$ cat src/rtl/uart_pkg.sv
// Shared UART definitions: receiver state encoding and bit-level helper functions.
package uart_pkg;

  typedef enum logic [2:0] {
    ST_IDLE   = 3'd0,
    ST_START  = 3'd1,
    ST_DATA   = 3'd2,
    ST_PARITY = 3'd3,
    ST_STOP   = 3'd4
  } rx_state_e;

  function automatic logic maj3(input logic a, input logic b, input logic c);
    return (a & b) | (a & c) | (b & c);
  endfunction

  // Widest legal data word is 9 bits; narrower words are zero-extended by the caller.
  function automatic logic parity9(input logic [8:0] v);
    return ^v;
  endfunction

endpackage

$ cat src/rtl/uart_rx_sampler.sv
// Front end of the UART receiver: rx synchroniser, falling-edge detect, tick counter
// and 3-sample majority vote around the bit centre.
module uart_rx_sampler
  import uart_pkg::*;
#(
  parameter int OVERSAMPLE = 16
) (
  input  logic clk,
  input  logic reset_n,
  input  logic rx,
  input  logic baud_timer,
  input  logic idle,
  output logic start_edge,
  output logic bit_valid,
  output logic bit_value,
  output logic bit_end
);

  localparam logic [3:0] CNT_MAX = 4'(OVERSAMPLE - 1);
  localparam logic [3:0] MID     = 4'(OVERSAMPLE / 2);

  logic       sync1_r;
  logic       rxs_r;
  logic       prev_r;
  logic [3:0] cnt_r;
  logic       samp0_r;
  logic       samp1_r;

  // Synchroniser, edge history, tick counter and the two early votes.
  always_ff @(posedge clk) begin
    if (!reset_n) begin
      sync1_r <= 1'b1;
      rxs_r   <= 1'b1;
      prev_r  <= 1'b1;
      cnt_r   <= 4'd0;
      samp0_r <= 1'b1;
      samp1_r <= 1'b1;
    end else begin
      sync1_r <= rx;
      rxs_r   <= sync1_r;
      prev_r  <= rxs_r;
      // A start edge re-phases the counter so votes land mid-bit.
      if (idle && start_edge) begin
        cnt_r <= 4'd0;
      end else if (baud_timer) begin
        cnt_r <= (cnt_r == CNT_MAX) ? 4'd0 : cnt_r + 4'd1;
      end else begin
        cnt_r <= cnt_r;
      end
      if (baud_timer && (cnt_r == MID - 4'd1)) begin
        samp0_r <= rxs_r;
      end
      if (baud_timer && (cnt_r == MID)) begin
        samp1_r <= rxs_r;
      end
    end
  end

  assign start_edge = prev_r & ~rxs_r;
  assign bit_valid  = baud_timer && (cnt_r == MID + 4'd1);
  assign bit_value  = maj3(samp0_r, samp1_r, rxs_r);
  assign bit_end    = baud_timer && (cnt_r == CNT_MAX);

endmodule

$ cat src/rtl/uart_rx_param.sv
// Parametrised UART receiver: frame FSM, shift register and a one-entry holding
// register presented on a valid/ready interface.
module uart_rx_param
  import uart_pkg::*;
#(
  parameter int DATA_LENGTH = 8,
  parameter int OVERSAMPLE  = 16,
  parameter int PARITY_EN   = 0,
  parameter int PARITY_ODD  = 0,
  parameter int STOP_BITS   = 1
) (
  input  logic                   clk,
  input  logic                   reset_n,
  input  logic                   rx,
  input  logic                   baud_timer,
  input  logic                   rx_ready,
  output logic                   rx_valid,
  output logic [DATA_LENGTH-1:0] rx_data,
  output logic                   parity_err,
  output logic                   frame_err,
  output logic                   overrun
);

  localparam logic [3:0] LAST_BIT  = 4'(DATA_LENGTH - 1);
  localparam logic       LAST_STOP = 1'(STOP_BITS - 1);
  localparam logic       ODD       = 1'(PARITY_ODD);
  localparam logic       PAR_ON    = 1'(PARITY_EN);

  rx_state_e              state_r;
  logic [3:0]             bit_idx_r;
  logic                   stop_idx_r;
  logic [DATA_LENGTH-1:0] shift_r;
  logic                   par_err_r;
  logic                   frm_err_r;
  logic                   done_r;
  logic                   idle_s;
  logic                   start_edge_s;
  logic                   bit_valid_s;
  logic                   bit_value_s;
  logic                   bit_end_s;

  assign idle_s = (state_r == ST_IDLE);

  uart_rx_sampler #(
    .OVERSAMPLE (OVERSAMPLE)
  ) u_sampler (
    .clk        (clk),
    .reset_n    (reset_n),
    .rx         (rx),
    .baud_timer (baud_timer),
    .idle       (idle_s),
    .start_edge (start_edge_s),
    .bit_valid  (bit_valid_s),
    .bit_value  (bit_value_s),
    .bit_end    (bit_end_s)
  );

  // Frame FSM: walks start/data/parity/stop bits and flags a completed frame.
  always_ff @(posedge clk) begin
    if (!reset_n) begin
      state_r    <= ST_IDLE;
      bit_idx_r  <= 4'd0;
      stop_idx_r <= 1'b0;
      shift_r    <= '0;
      par_err_r  <= 1'b0;
      frm_err_r  <= 1'b0;
      done_r     <= 1'b0;
    end else begin
      done_r <= 1'b0;
      case (state_r)
        ST_IDLE: begin
          if (start_edge_s) begin
            state_r    <= ST_START;
            bit_idx_r  <= 4'd0;
            stop_idx_r <= 1'b0;
            par_err_r  <= 1'b0;
            frm_err_r  <= 1'b0;
          end
        end
        ST_START: begin
          if (bit_valid_s && bit_value_s) begin
            state_r <= ST_IDLE;
          end else if (bit_end_s) begin
            state_r <= ST_DATA;
          end
        end
        ST_DATA: begin
          if (bit_valid_s) begin
            shift_r <= {bit_value_s, shift_r[DATA_LENGTH-1:1]};
          end
          if (bit_end_s) begin
            bit_idx_r <= bit_idx_r + 4'd1;
            if (bit_idx_r == LAST_BIT) begin
              state_r <= PAR_ON ? ST_PARITY : ST_STOP;
            end
          end
        end
        ST_PARITY: begin
          if (bit_valid_s) begin
            par_err_r <= ((parity9(9'(shift_r)) ^ bit_value_s) != ODD);
          end
          if (bit_end_s) begin
            state_r <= ST_STOP;
          end
        end
        ST_STOP: begin
          // The last stop bit finishes at its vote so a following start edge is not missed.
          if (bit_valid_s) begin
            if (!bit_value_s) begin
              frm_err_r <= 1'b1;
            end
            if (stop_idx_r == LAST_STOP) begin
              state_r <= ST_IDLE;
              done_r  <= 1'b1;
            end
          end else if (bit_end_s) begin
            stop_idx_r <= 1'b1;
          end
        end
        default: begin
          state_r <= ST_IDLE;
        end
      endcase
    end
  end

  // Holding register: load on completion unless full and not being drained.
  always_ff @(posedge clk) begin
    if (!reset_n) begin
      rx_valid   <= 1'b0;
      rx_data    <= '0;
      parity_err <= 1'b0;
      frame_err  <= 1'b0;
      overrun    <= 1'b0;
    end else begin
      overrun <= 1'b0;
      if (done_r) begin
        if (!rx_valid || rx_ready) begin
          rx_valid   <= 1'b1;
          rx_data    <= shift_r;
          parity_err <= par_err_r;
          frame_err  <= frm_err_r;
        end else begin
          overrun <= 1'b1;
        end
      end else if (rx_valid && rx_ready) begin
        rx_valid <= 1'b0;
      end
    end
  end

endmodule
$ cat config.mk
export PLATFORM = sky130hd
export DESIGN_NAME = uart_rx_param
export DESIGN_NICKNAME = d
export VERILOG_FILES = /design/src/rtl/uart_pkg.sv /design/src/rtl/uart_rx_sampler.sv /design/src/rtl/uart_rx_param.sv
export SDC_FILE = /design/constraint.sdc
export NUM_CORES = 1
export LEC_CHECK = 0
export CORE_ASPECT_RATIO = 0.8
export CORE_MARGIN = 2
export CORE_UTILIZATION = 60
export DETAILED_ROUTE_END_ITERATION = 7
export HOLD_SLACK_MARGIN = 0.12
export PLACE_DENSITY = 0.88
export RECOVER_POWER = 25
export SLEW_MARGIN = 20
export SYNTH_ARGS = -nofsm -noshare
export SYNTH_HDL_FRONTEND = slang
export SYNTH_SLANG_ARGS = --single-unit
$ cat constraint.sdc
create_clock -name clk -period 3.95 [get_ports clk]
set_input_delay 0.79 -clock clk [delete_from_list [all_inputs] [get_ports clk]]
set_output_delay 0.79 -clock clk [all_outputs]
set_load 0.005 [all_outputs]
==> reports/qor.csv, run 1 <==
stage,metric,value,unit
setup_path,worst-setup-path-type,in2reg,
clock_tree,clock_latency,0.30,ns
clock_tree,cts.clk_slew.worst_paths,0.08,ns
synthesis,synth_common_cells,"dfxtp_1 (40), nor2_1 (23), a21oi_1 (16)",
grt,grt_pass1_wl,5920,um
clock_tree,post_cts_buffers,0,
setup_path,worst-path-max-fanout,11,
grt,first_global_vias,1291,
clock_tree,post_cts_resized,0,
synthesis,ys_seq_area_share,44.9,%
setup_path,critPathSlowestCell,dlygate4sd3_1,
grt,grtUsageTotal,23.6,%
sta,slew_viol_final,0,
synthesis,synth_area,0.00178,sq mm
synthesis,synthSimpleGateAreaFrac,23.5,%
clock_tree,cts_max_level,2,
worst_hold_path,min_from,u_sampler.sync1_r,
sta,finalSetupViolations,0,
finish,drive_gt1_share,5.34,%
clock_tree,cts_buffers,5,
clock_tree,cts_tree,built,
synthesis,synthMuxAreaShare,7.29,%
synthesis,synth_compound_area_share,11.5,%
setup_path,cpLargestDelayFamily,buffers and inverters,
place,port_buffers,16,
routing,drtIter0Drc,67,
synthesis,synth_top_family_by_area,simple AND/OR/NAND/NOR gates,
routing,drc,0,
worst_hold_path,whs_endpoint,u_sampler.rxs_r,
setup_path,crit_buf_inv,1,
synthesis,postSynthNetCount,203,
place,hpwl,2440,um
floorplanning,die_area,0.00343,sq mm
routing,ant_nets,0,
sta,finalSetupTns,0,ns
sta,clock_skew,0.00906,ns
synthesis,synth-edff-count,0,
floorplanning,initial_core_util,64.0,%
finish,area_delta_synth_final,12.6,%
floorplanning,core_area,0.00279,sq mm
setup_path,required,4.11,ns
synthesis,ys_types,44,
synthesis,synth_xor_area_share,4.70,%
grt,grt_antenna_before_repair,0,
synthesis,yosys_warnings,0,
synthesis,synth.most_common_cell,dfxtp_1,
sta,post-route-period-util,62.7,%
worst_hold_path,holdPathStages,1,
place,dp.cells,237,
setup_path,cp_slowest_stage_delay,0.79,ns
synthesis,ys_ff_latch,40,
routing,wl_per_cell,14.4,um
floorplanning,rows,17,
setup_path,path_cells,dlygate4sd3_1 -> and4b_1 -> a21oi_1 -> a221oi_2 -> o22ai_1,
power_and_ir_drop,p_per_area,346,mW/mm^2
worst_hold_path,holdCritPathClass,reg2reg,
synthesis,synth_area_per_cell,9.20,sq um
sta,max_freq,404,MHz
clock_tree,cts.sinks,40,
power_and_ir_drop,p_leak,0.798,nW
grt,overflow,0,
outcome,status,completed,
clock_tree,root_buffer,clkbuf_8,
routing,dr.pass1.iters,4,
floorplanning,die_y,52.8,um
place,gp_congestion,0.871,
job,cap_viol_max_count,0,
setup_path,rrSetupSlack,2.06,ns
finish,nets,215,
grt,grt_max_degree,25,
setup_path,critPathArrivalTime,2.64,ns
floorplanning,die-width,65.0,um
routing,vias,1404,
power_and_ir_drop,ir_drop,273,uV
clock_tree,cts_hold_buffers,0,
routing,routed_wl,3510,um
sta,rsz0062_at_grt,no,
setup_path,endpoint_kind,flop,
finish,n_fill_cell,195,
routing,vias_per_cell,5.75,
synthesis,synth_top_area_cell,dfxtp_1,
floorplanning,io_pins,17,
synthesis,synthFlopType,dfxtp_1,
setup_path,r2r-end,bit_idx_r[0],
sta,maxSlewHeadroom,52.8,%
clock_tree,cts_max_path_buffers,2,
sta,finalHoldViolations,0,
synthesis,synth.top_cell.area_share,44.9,%
setup_path,reg2regPathDepth,5,
setup_path,critPathLaunchType,input port,
finish,n_antenna_cell,0,
synthesis,synth_area_leaders,"dfxtp_1 (45%), mux2i_1 (7.3%), nor2_1 (4.8%)",
sta,period_needed,2.48,ns
sta,worst_pin_slew,0.708,ns
setup_path,reg2reg_from,u_sampler.cnt_r[0],
synthesis,synthAdderAreaFrac,3.37,%
synthesis,syn_inst,194,
synthesis,ys_async_sr_fraction,0,%
finish,stdcell_count,244,
-- final cells by class --
class / instances / area, sq um / area share, %
clock buffer: 5 / 68.8 / 3.43
inverter: 6 / 22.5 / 1.12
tap: 38 / 47.5 / 2.37
timing repair buffer: 16 / 160 / 7.98
clock inverter: 2 / 12.5 / 0.623
sequential: 40 / 801 / 39.9
multi-input combinational: 137 / 896 / 44.6
-- sequential cells by signal, indices dropped and copies added (netlist names), 3 cells and up --
signal,count
bit_idx_r,4
rx_data,8
shift_r,8
state_r,3
u_sampler.cnt_r,4
-- how the worst max path moves through the flow --
stage                     from         end  slack [ns]  cells after the start
global placement    baud_timer  state_r[0]        1.37                      5
detailed placement  baud_timer  state_r[0]        1.29                      5
finish              baud_timer  state_r[0]        1.47                      5
global route        baud_timer  state_r[0]        1.34                      5
floorplan           baud_timer  state_r[0]        2.15                      5
CTS                 baud_timer  state_r[0]        1.58                      5
-- power breakdown --
part | switching [mW] | total [mW] | internal, mW
sequential | 0.00503 | 0.412 | 0.407
combinational | 0.0183 | 0.0293 | 0.0110
clock | 0.134 | 0.253 | 0.119
total | 0.157 | 0.695 | 0.537
-- per-layer routing --
metal / global-route usage, % / vias up / part of all wire [%]
met5: 0 / - / 0
met1: 27.1 / 648 / 44
met3: 6.45 / 9 / 5.2
met4: 13.5 / 0 / 2.3
li1: - / 702 / -
met2: 40.0 / 45 / 48
-- logic make-up after synthesis --
kind of cell             after synthesis
AND/OR/NAND/NOR                       79
flip-flops                            40
AO/OA/AOI/OAI                         32
buffers and inverters                 17
multiplexers                          13
XOR/XNOR                               8
adder cells (fa/ha/maj)                5
-- stage by stage --
step	instance area (sq um)	total power, mW	setup WS (ns)	utilization (%)	hold slack, ns
6_report	2010	0.695	1.47	72.1	0.417
5_1_grt	2010	0.722	1.34	72.1	0.464
4_1_cts	2010	0.700	1.58	72.2	0.424
3_5_place_dp	1930	0.450	1.29	69.2	0.395
3_3_place_gp	1930	0.448	1.37	69.2	0.394
2_1_floorplan	1780	0.442	2.15	-	0.386
-- cell usage in the layout, fill, tap and decap left out, types with 5 or more instances in the layout --
cell / netlist / final
dfxtp_1: 40 / 40
nor2_1: 23 / 23
nand2_1: 15 / 16
a21oi_1: 16 / 16
mux2i_1: 13 / 13
nand3_1: 11 / 11
clkdlybuf4s50_1: 0 / 11
inv_1: 6 / 6
nand2b_1: 6 / 6
xnor2_1: 6 / 6
clkbuf_8: 0 / 5
dlygate4sd3_1: 0 / 5
Note: power is estimated with default switching activity, not from simulation.
==> run 2, diff against run 1 <==
--- a/config.mk
+++ b/config.mk
@@ -7,10 +7,10 @@
 export LEC_CHECK = 0
 export CORE_ASPECT_RATIO = 0.8
 export CORE_MARGIN = 2
-export CORE_UTILIZATION = 60
+export CORE_UTILIZATION = 50
 export DETAILED_ROUTE_END_ITERATION = 7
 export HOLD_SLACK_MARGIN = 0.12
-export PLACE_DENSITY = 0.88
+export PLACE_DENSITY = 0.79
 export RECOVER_POWER = 25
 export SLEW_MARGIN = 20
 export SYNTH_ARGS = -nofsm -noshare
==> constraint.sdc (replaced) <==
create_clock -name clk -period 2.03 [get_ports clk]
set_input_delay 0.406 -clock clk [delete_from_list [all_inputs] [get_ports clk]]
set_output_delay 0.406 -clock clk [all_outputs]
set_load 0.005 [all_outputs]
==> run 2 against run 1 <==
  * Sequential power grew 94%
  * Count of clock-buffer cells in the layout up 1
  * First-iteration DRC count grew 75%
  * Cell count grew 6.1%
  * Highest routed layer unchanged
  * Global-route usage down 6.6 points
  * Critical path depth unchanged
  * Via count increased by 0.21%
  * Clock skew decreased by 0.0013 ns
  * Non-clock buffer count is 10 higher
==> reports/qor.csv, run 2 (synthesized netlist as in run 1, its figures left out) <==
stage,metric,value,unit,change
outcome,status,completed,,unchanged
floorplanning,core_area,0.00342,sq mm,was 0.00279 sq mm
finish,most-common-layout-cells,"dfxtp_1 (40), nor2_1 (23), a21oi_1 (16)",,"was dfxtp_1 (40), nor2_1 (23), nand2_1 (16), a21oi_1 (16), mux2i_1 (13)"
sta,period_needed,1.83,ns,
routing,drc,0,,unchanged
sta,holdWs,0.420,ns,was 0.417 ns
clock_tree,cts.sinks,40,,unchanged
finish,seqCellArea,801,sq um,unchanged
setup_path,reg2regPathDepth,5,,unchanged
routing,vias_per_cell,5.43,,was 5.75
finish,reg_top3,"rx_data (8), shift_r (8)",,unchanged
grt,grt_pass1_wl,5350,um,was 5920 um
routing,routed_wl,3190,um,was 3510 um
setup_path,worst-path-max-fanout,8,,was 11
power_and_ir_drop,clkPwrFrac,39.2,%,was 36.5%
floorplanning,initial_core_util,52.1,%,was 64.0%
finish,multi_input_area,898,sq um,was 896 sq um
setup_path,critPathLaunchType,input port,,unchanged
clock_tree,clock_latency,0.29,ns,was 0.30 ns
sta,worst_pin_slew,0.450,ns,was 0.708 ns
floorplanning,io_pins,17,,unchanged
clock_tree,cts_tree,built,,unchanged
clock_tree,cts_buffers,5,,unchanged
clock_tree,cts_max_path_buffers,2,,unchanged
place,hpwl,2280,um,was 2440 um
power_and_ir_drop,p_leak,0.833,nW,was 0.798 nW
routing,dr.pass1.iters,4,,unchanged
clock_tree,cts_hold_buffers,0,,unchanged
power_and_ir_drop,pwr-share-comb,4.2,%,about the same
worst_hold_path,holdCritPathClass,reg2reg,,unchanged
clock_tree,root_buffer,clkbuf_8,,unchanged
finish,nets,225,,was 215
routing,drtIter0Drc,117,,was 67
sta,rsz0062_at_grt,no,,unchanged
setup_path,required,2.26,ns,was 4.11 ns
floorplanning,die-width,70.8,um,was 65.0 um
routing,wl_per_cell,12.3,um,was 14.4 um
clock_tree,cts_max_level,2,,unchanged
finish,final_common_cell,dfxtp_1,,unchanged
floorplanning,die_y,57.4,um,was 52.8 um
power_and_ir_drop,switchingPower,0.326,mW,was 0.157 mW
sta,clock_skew,0.00780,ns,was 0.00906 ns
job,cap_viol_max_count,0,,unchanged
finish,area_delta_synth_final,17.5,%,was 12.6%
routing,ant_nets,0,,unchanged
worst_hold_path,holdPathStages,1,,unchanged
setup_path,critPathArrivalTime,2.06,ns,was 2.64 ns
finish,finalInstanceArea,0.00210,sq mm,was 0.00201 sq mm
power_and_ir_drop,seq_power_share,56.6,%,was 59.3%
power_and_ir_drop,swShare,23.0,%,was 22.7%
finish,n_antenna_cell,0,,unchanged
sta,finalSetupViolations,0,,unchanged
grt,grt_antenna_before_repair,0,,unchanged
finish,drive_gt1_share,9.68,%,was 5.34%
place,dpl-instance-area,0.00201,sq mm,was 0.00193 sq mm
grt,first_global_vias,1210,,was 1291
sta,maxSlewHeadroom,70.0,%,was 52.8%
grt,grt_max_degree,14,,was 25
setup_path,endpoint_kind,flop,,unchanged
grt,grtUsageTotal,17.0,%,was 23.6%
setup_path,worst-setup-path-type,in2reg,,unchanged
clock_tree,cts.clk_slew.worst_paths,0.08,ns,about the same
clock_tree,post_cts_resized,0,,unchanged
floorplanning,rows,19,,was 17
finish,n_fill_cell,294,,was 195
sta,post-route-period-util,90.2,%,
place,gp_congestion,0.784,,was 0.871
sta,finalHoldViolations,0,,unchanged
place,port_buffers,16,,unchanged
grt,overflow,0,,unchanged
clock_tree,post_cts_buffers,0,,unchanged
power_and_ir_drop,p_int,1.09,mW,was 0.537 mW
routing,vias,1407,,was 1404
floorplanning,die_area,0.00407,sq mm,was 0.00343 sq mm
sta,slew_viol_final,0,,unchanged
power_and_ir_drop,p_per_area,676,mW/mm^2,was 346 mW/mm^2
power_and_ir_drop,ir_drop,550,uV,was 273 uV
sta,max_freq,546,MHz,
run 2: power by group through the flow:
stage                     clock network (mW)  logic [mW]  registers, mW
after floorplan                            0      0.0453          0.815
after global placement                     0      0.0623          0.819
after detailed placement                   0      0.0629          0.820
after CTS                              0.572      0.0631          0.801
after global routing                   0.610      0.0672          0.803
final                                  0.556      0.0598          0.801
run 2: area by class of cell:
type                       count  share of cell area, %
inverter                       6                   1.07
sequential                    40                   38.2
clock inverter                 2                  0.716
clock buffer                   6                   3.94
tap                           42                   2.51
multi-input combinational    137                   42.8
timing repair buffer          26                   10.7
run 2: worst paths after layout:
kind | startpoint | slack, ns | endpoint
setup / recovery | baud_timer | 0.20 | bit_idx_r[0]
hold / removal | u_sampler.sync1_r | 0.42 | u_sampler.rxs_r
setup reg to reg | u_sampler.cnt_r[0] | 0.29 | bit_idx_r[0]
hold reg to reg | u_sampler.sync1_r | 0.42 | u_sampler.rxs_r
run 2: stage by stage:
stage                     cells  setup WS (ns)  utilization, %  total power [mW]  TNS, ns
after floorplan             194          0.374               -             0.860        0
after global placement      251         0.0228            58.7             0.881        0
after detailed placement    251        -0.0161            58.7             0.882  -0.0161
after CTS                   259          0.273            61.5              1.44        0
after global routing        259          0.143            61.3              1.48        0
final                       259          0.199            61.3              1.42        0
run 2: metal layers:
| layer | up-vias | global-route usage, % | part of all wire [%] |
|---|---|---|---|
| li1 | 725 | - | - |
| met3 | 5 | 5.83 | 4.0 |
| met1 | 651 | 22.3 | 52 |
| met5 | - | 0 | 0 |
| met2 | 26 | 26.0 | 43 |
| met4 | 0 | 7.01 | 1.7 |
run 2: worst max-delay path, cell delays in order:
cell	delay [ns]
dlygate4sd3_1	0.61
and4_4	0.27
a21oi_2	0.10
or4b_1	0.53
a21oi_1	0.14
==> run 3, diff against run 2 <==
--- a/config.mk
+++ b/config.mk
@@ -8,10 +8,13 @@
 export CORE_ASPECT_RATIO = 0.8
 export CORE_MARGIN = 2
 export CORE_UTILIZATION = 50
+export CTS_BUF_LIST = sky130_fd_sc_hd__clkbuf_8 sky130_fd_sc_hd__clkbuf_16
 export DETAILED_ROUTE_END_ITERATION = 7
+export GPL_TIMING_DRIVEN = 0
 export HOLD_SLACK_MARGIN = 0.12
 export PLACE_DENSITY = 0.79
 export RECOVER_POWER = 25
+export SKIP_CTS_REPAIR_TIMING = 1
 export SLEW_MARGIN = 20
 export SYNTH_ARGS = -nofsm -noshare
 export SYNTH_HDL_FRONTEND = slang
==> run 3 against run 2 <==
  * Setup slack worse by 0.0086 ns
  * Hold slack about the same
  * Critical path type is now reg2reg
  * Highest routed layer unchanged
  * Wire length is 2.5% higher
==> reports/qor.csv, run 3 (synthesized netlist as in run 1, its figures left out) <==
stage,metric,value,unit,change
floorplanning,initial_core_util,52.1,%,unchanged
routing,drtIter0Drc,77,,was 117
finish,most-common-layout-cells,"dfxtp_1 (40), nor2_1 (23), a21oi_1 (16)",,unchanged
routing,ant_nets,0,,unchanged
setup_path,critPathArrivalTime,2.06,ns,about the same
power_and_ir_drop,pwr-share-comb,4.2,%,about the same
finish,n_antenna_cell,0,,unchanged
floorplanning,die-width,70.8,um,unchanged
place,gp_congestion,0.813,,was 0.784
job,cap_viol_max_count,0,,unchanged
clock_tree,cts_max_path_buffers,2,,unchanged
power_and_ir_drop,swShare,22.1,%,was 23.0%
grt,overflow,0,,unchanged
sta,finalSetupViolations,0,,unchanged
sta,worst_pin_slew,0.460,ns,was 0.450 ns
clock_tree,cts_buffers,5,,unchanged
setup_path,rrSetupSlack,0.19,ns,was 0.29 ns
power_and_ir_drop,switchingPower,0.336,mW,was 0.326 mW
setup_path,endpoint_kind,flop,,unchanged
power_and_ir_drop,p_per_area,722,mW/mm^2,was 676 mW/mm^2
finish,area_delta_synth_final,18.4,%,was 17.5%
power_and_ir_drop,p_leak,0.863,nW,was 0.833 nW
grt,first_global_vias,1253,,was 1210
routing,routed_wl,3270,um,was 3190 um
finish,stdcell_count,260,,was 259
place,port_buffers,16,,unchanged
floorplanning,core_area,0.00342,sq mm,unchanged
clock_tree,root_buffer,clkbuf_8,,unchanged
finish,finalInstanceArea,0.00211,sq mm,was 0.00210 sq mm
routing,drc,0,,unchanged
sta,finalHoldViolations,0,,unchanged
clock_tree,clock_latency,0.29,ns,about the same
place,dpl-instance-area,0.00200,sq mm,was 0.00201 sq mm
place,dp.cells,252,,was 251
worst_hold_path,holdCritPathClass,reg2reg,,unchanged
routing,vias,1393,,was 1407
clock_tree,cts.sinks,40,,unchanged
sta,slew_viol_final,0,,unchanged
grt,grt_max_degree,15,,was 14
floorplanning,rows,19,,unchanged
setup_path,critPathLaunchType,flop,,was input port
routing,wl_per_cell,12.6,um,was 12.3 um
grt,grtUsageTotal,17.2,%,was 17.0%
sta,max_freq,544,MHz,was 546 MHz
power_and_ir_drop,p_int,1.19,mW,was 1.09 mW
power_and_ir_drop,seq_power_share,52.4,%,was 56.6%
clock_tree,cts_tree,built,,unchanged
finish,final_common_cell,dfxtp_1,,unchanged
finish,drive_gt1_share,9.63,%,was 9.68%
worst_hold_path,holdPathStages,1,,unchanged
setup_path,required,2.25,ns,was 2.26 ns
floorplanning,die_y,57.4,um,unchanged
floorplanning,io_pins,17,,unchanged
setup_path,reg2regPathDepth,5,,unchanged
outcome,status,completed,,unchanged
sta,rsz0062_at_grt,no,,unchanged
floorplanning,die_area,0.00407,sq mm,unchanged
clock_tree,cts.clk_slew.worst_paths,0.08,ns,about the same
sta,maxSlewHeadroom,69.3,%,was 70.0%
place,hpwl,2300,um,was 2280 um
power_and_ir_drop,clkPwrFrac,43.4,%,was 39.2%
power_and_ir_drop,ir_drop,471,uV,was 550 uV
clock_tree,cts_max_level,2,,unchanged
grt,grt_pass1_wl,5500,um,was 5350 um
routing,vias_per_cell,5.36,,was 5.43
routing,dr.pass1.iters,4,,unchanged
sta,post-route-period-util,90.6,%,was 90.2%
setup_path,worst-setup-path-type,reg2reg,,was in2reg
grt,grt_antenna_before_repair,0,,unchanged
sta,period_needed,1.84,ns,was 1.83 ns
sta,clock_skew,0.00833,ns,was 0.00780 ns
finish,nets,226,,was 225
setup_path,worst-path-max-fanout,8,,unchanged
finish,reg_top3,"rx_data (8), shift_r (8)",,unchanged
[run 3: stage by stage]
stage | worst slack, ns | setup TNS, ns | total power [mW] | hold WS [ns] | util [%]
2_1_floorplan | 0.374 | 0 | 0.860 | 0.386 | -
3_3_place_gp | -0.0408 | -0.275 | 0.881 | 0.390 | 58.3
3_5_place_dp | -0.0615 | -0.417 | 0.881 | 0.397 | 58.3
4_1_cts | 0.184 | 0 | 1.54 | 0.422 | 61.7
5_1_grt | 0.0570 | 0 | 1.58 | 0.435 | 61.7
6_report | 0.191 | 0 | 1.52 | 0.420 | 61.7
[run 3: path summary, 6_finish.rpt]
| check | from | endpoint |
|---|---|---|
| min reg2reg | u_sampler.sync1_r | u_sampler.rxs_r |
| max reg2reg | u_sampler.cnt_r[0] | bit_idx_r[3] |
| min | u_sampler.sync1_r | u_sampler.rxs_r |
| max | u_sampler.cnt_r[0] | bit_idx_r[3] |
[run 3: power groups by stage]
stage,sequential [mW],combinational (mW),clock [mW]
6_report,0.798,0.0646,0.661
5_1_grt,0.800,0.0730,0.708
4_1_cts,0.798,0.0651,0.676
3_5_place_dp,0.817,0.0649,0
3_3_place_gp,0.816,0.0645,0
2_1_floorplan,0.815,0.0453,0
[run 3: layer usage]
| layer | GRT usage [%] | vias up | part of all wire (%) |
|---|---|---|---|
| li1 | - | 724 | - |
| met1 | 22.2 | 643 | 50 |
| met2 | 27.8 | 22 | 45 |
| met3 | 5.48 | 4 | 4.2 |
| met4 | 5.39 | 0 | 0.95 |
| met5 | 0 | - | 0 |
[run 3: final cells by class]
type                    instances  area [sq um]
fillers                       313          1310
multi-input cells             137           898
flip-flops and latches         40           801
repair buffers                 16           160
clock buffers                   5          68.8
plain buffers                  11          62.6
well taps                      42          52.6
clock inverters                 3          46.3
inverters                       6          22.5
[run 3: worst max-delay path, stage by stage (launching register included)]
cell     delay, ns
dfxtp_1       0.45
ha_1          0.30
and4_4        0.28
a21oi_2       0.10
or4_1         0.48
a21oi_1       0.15
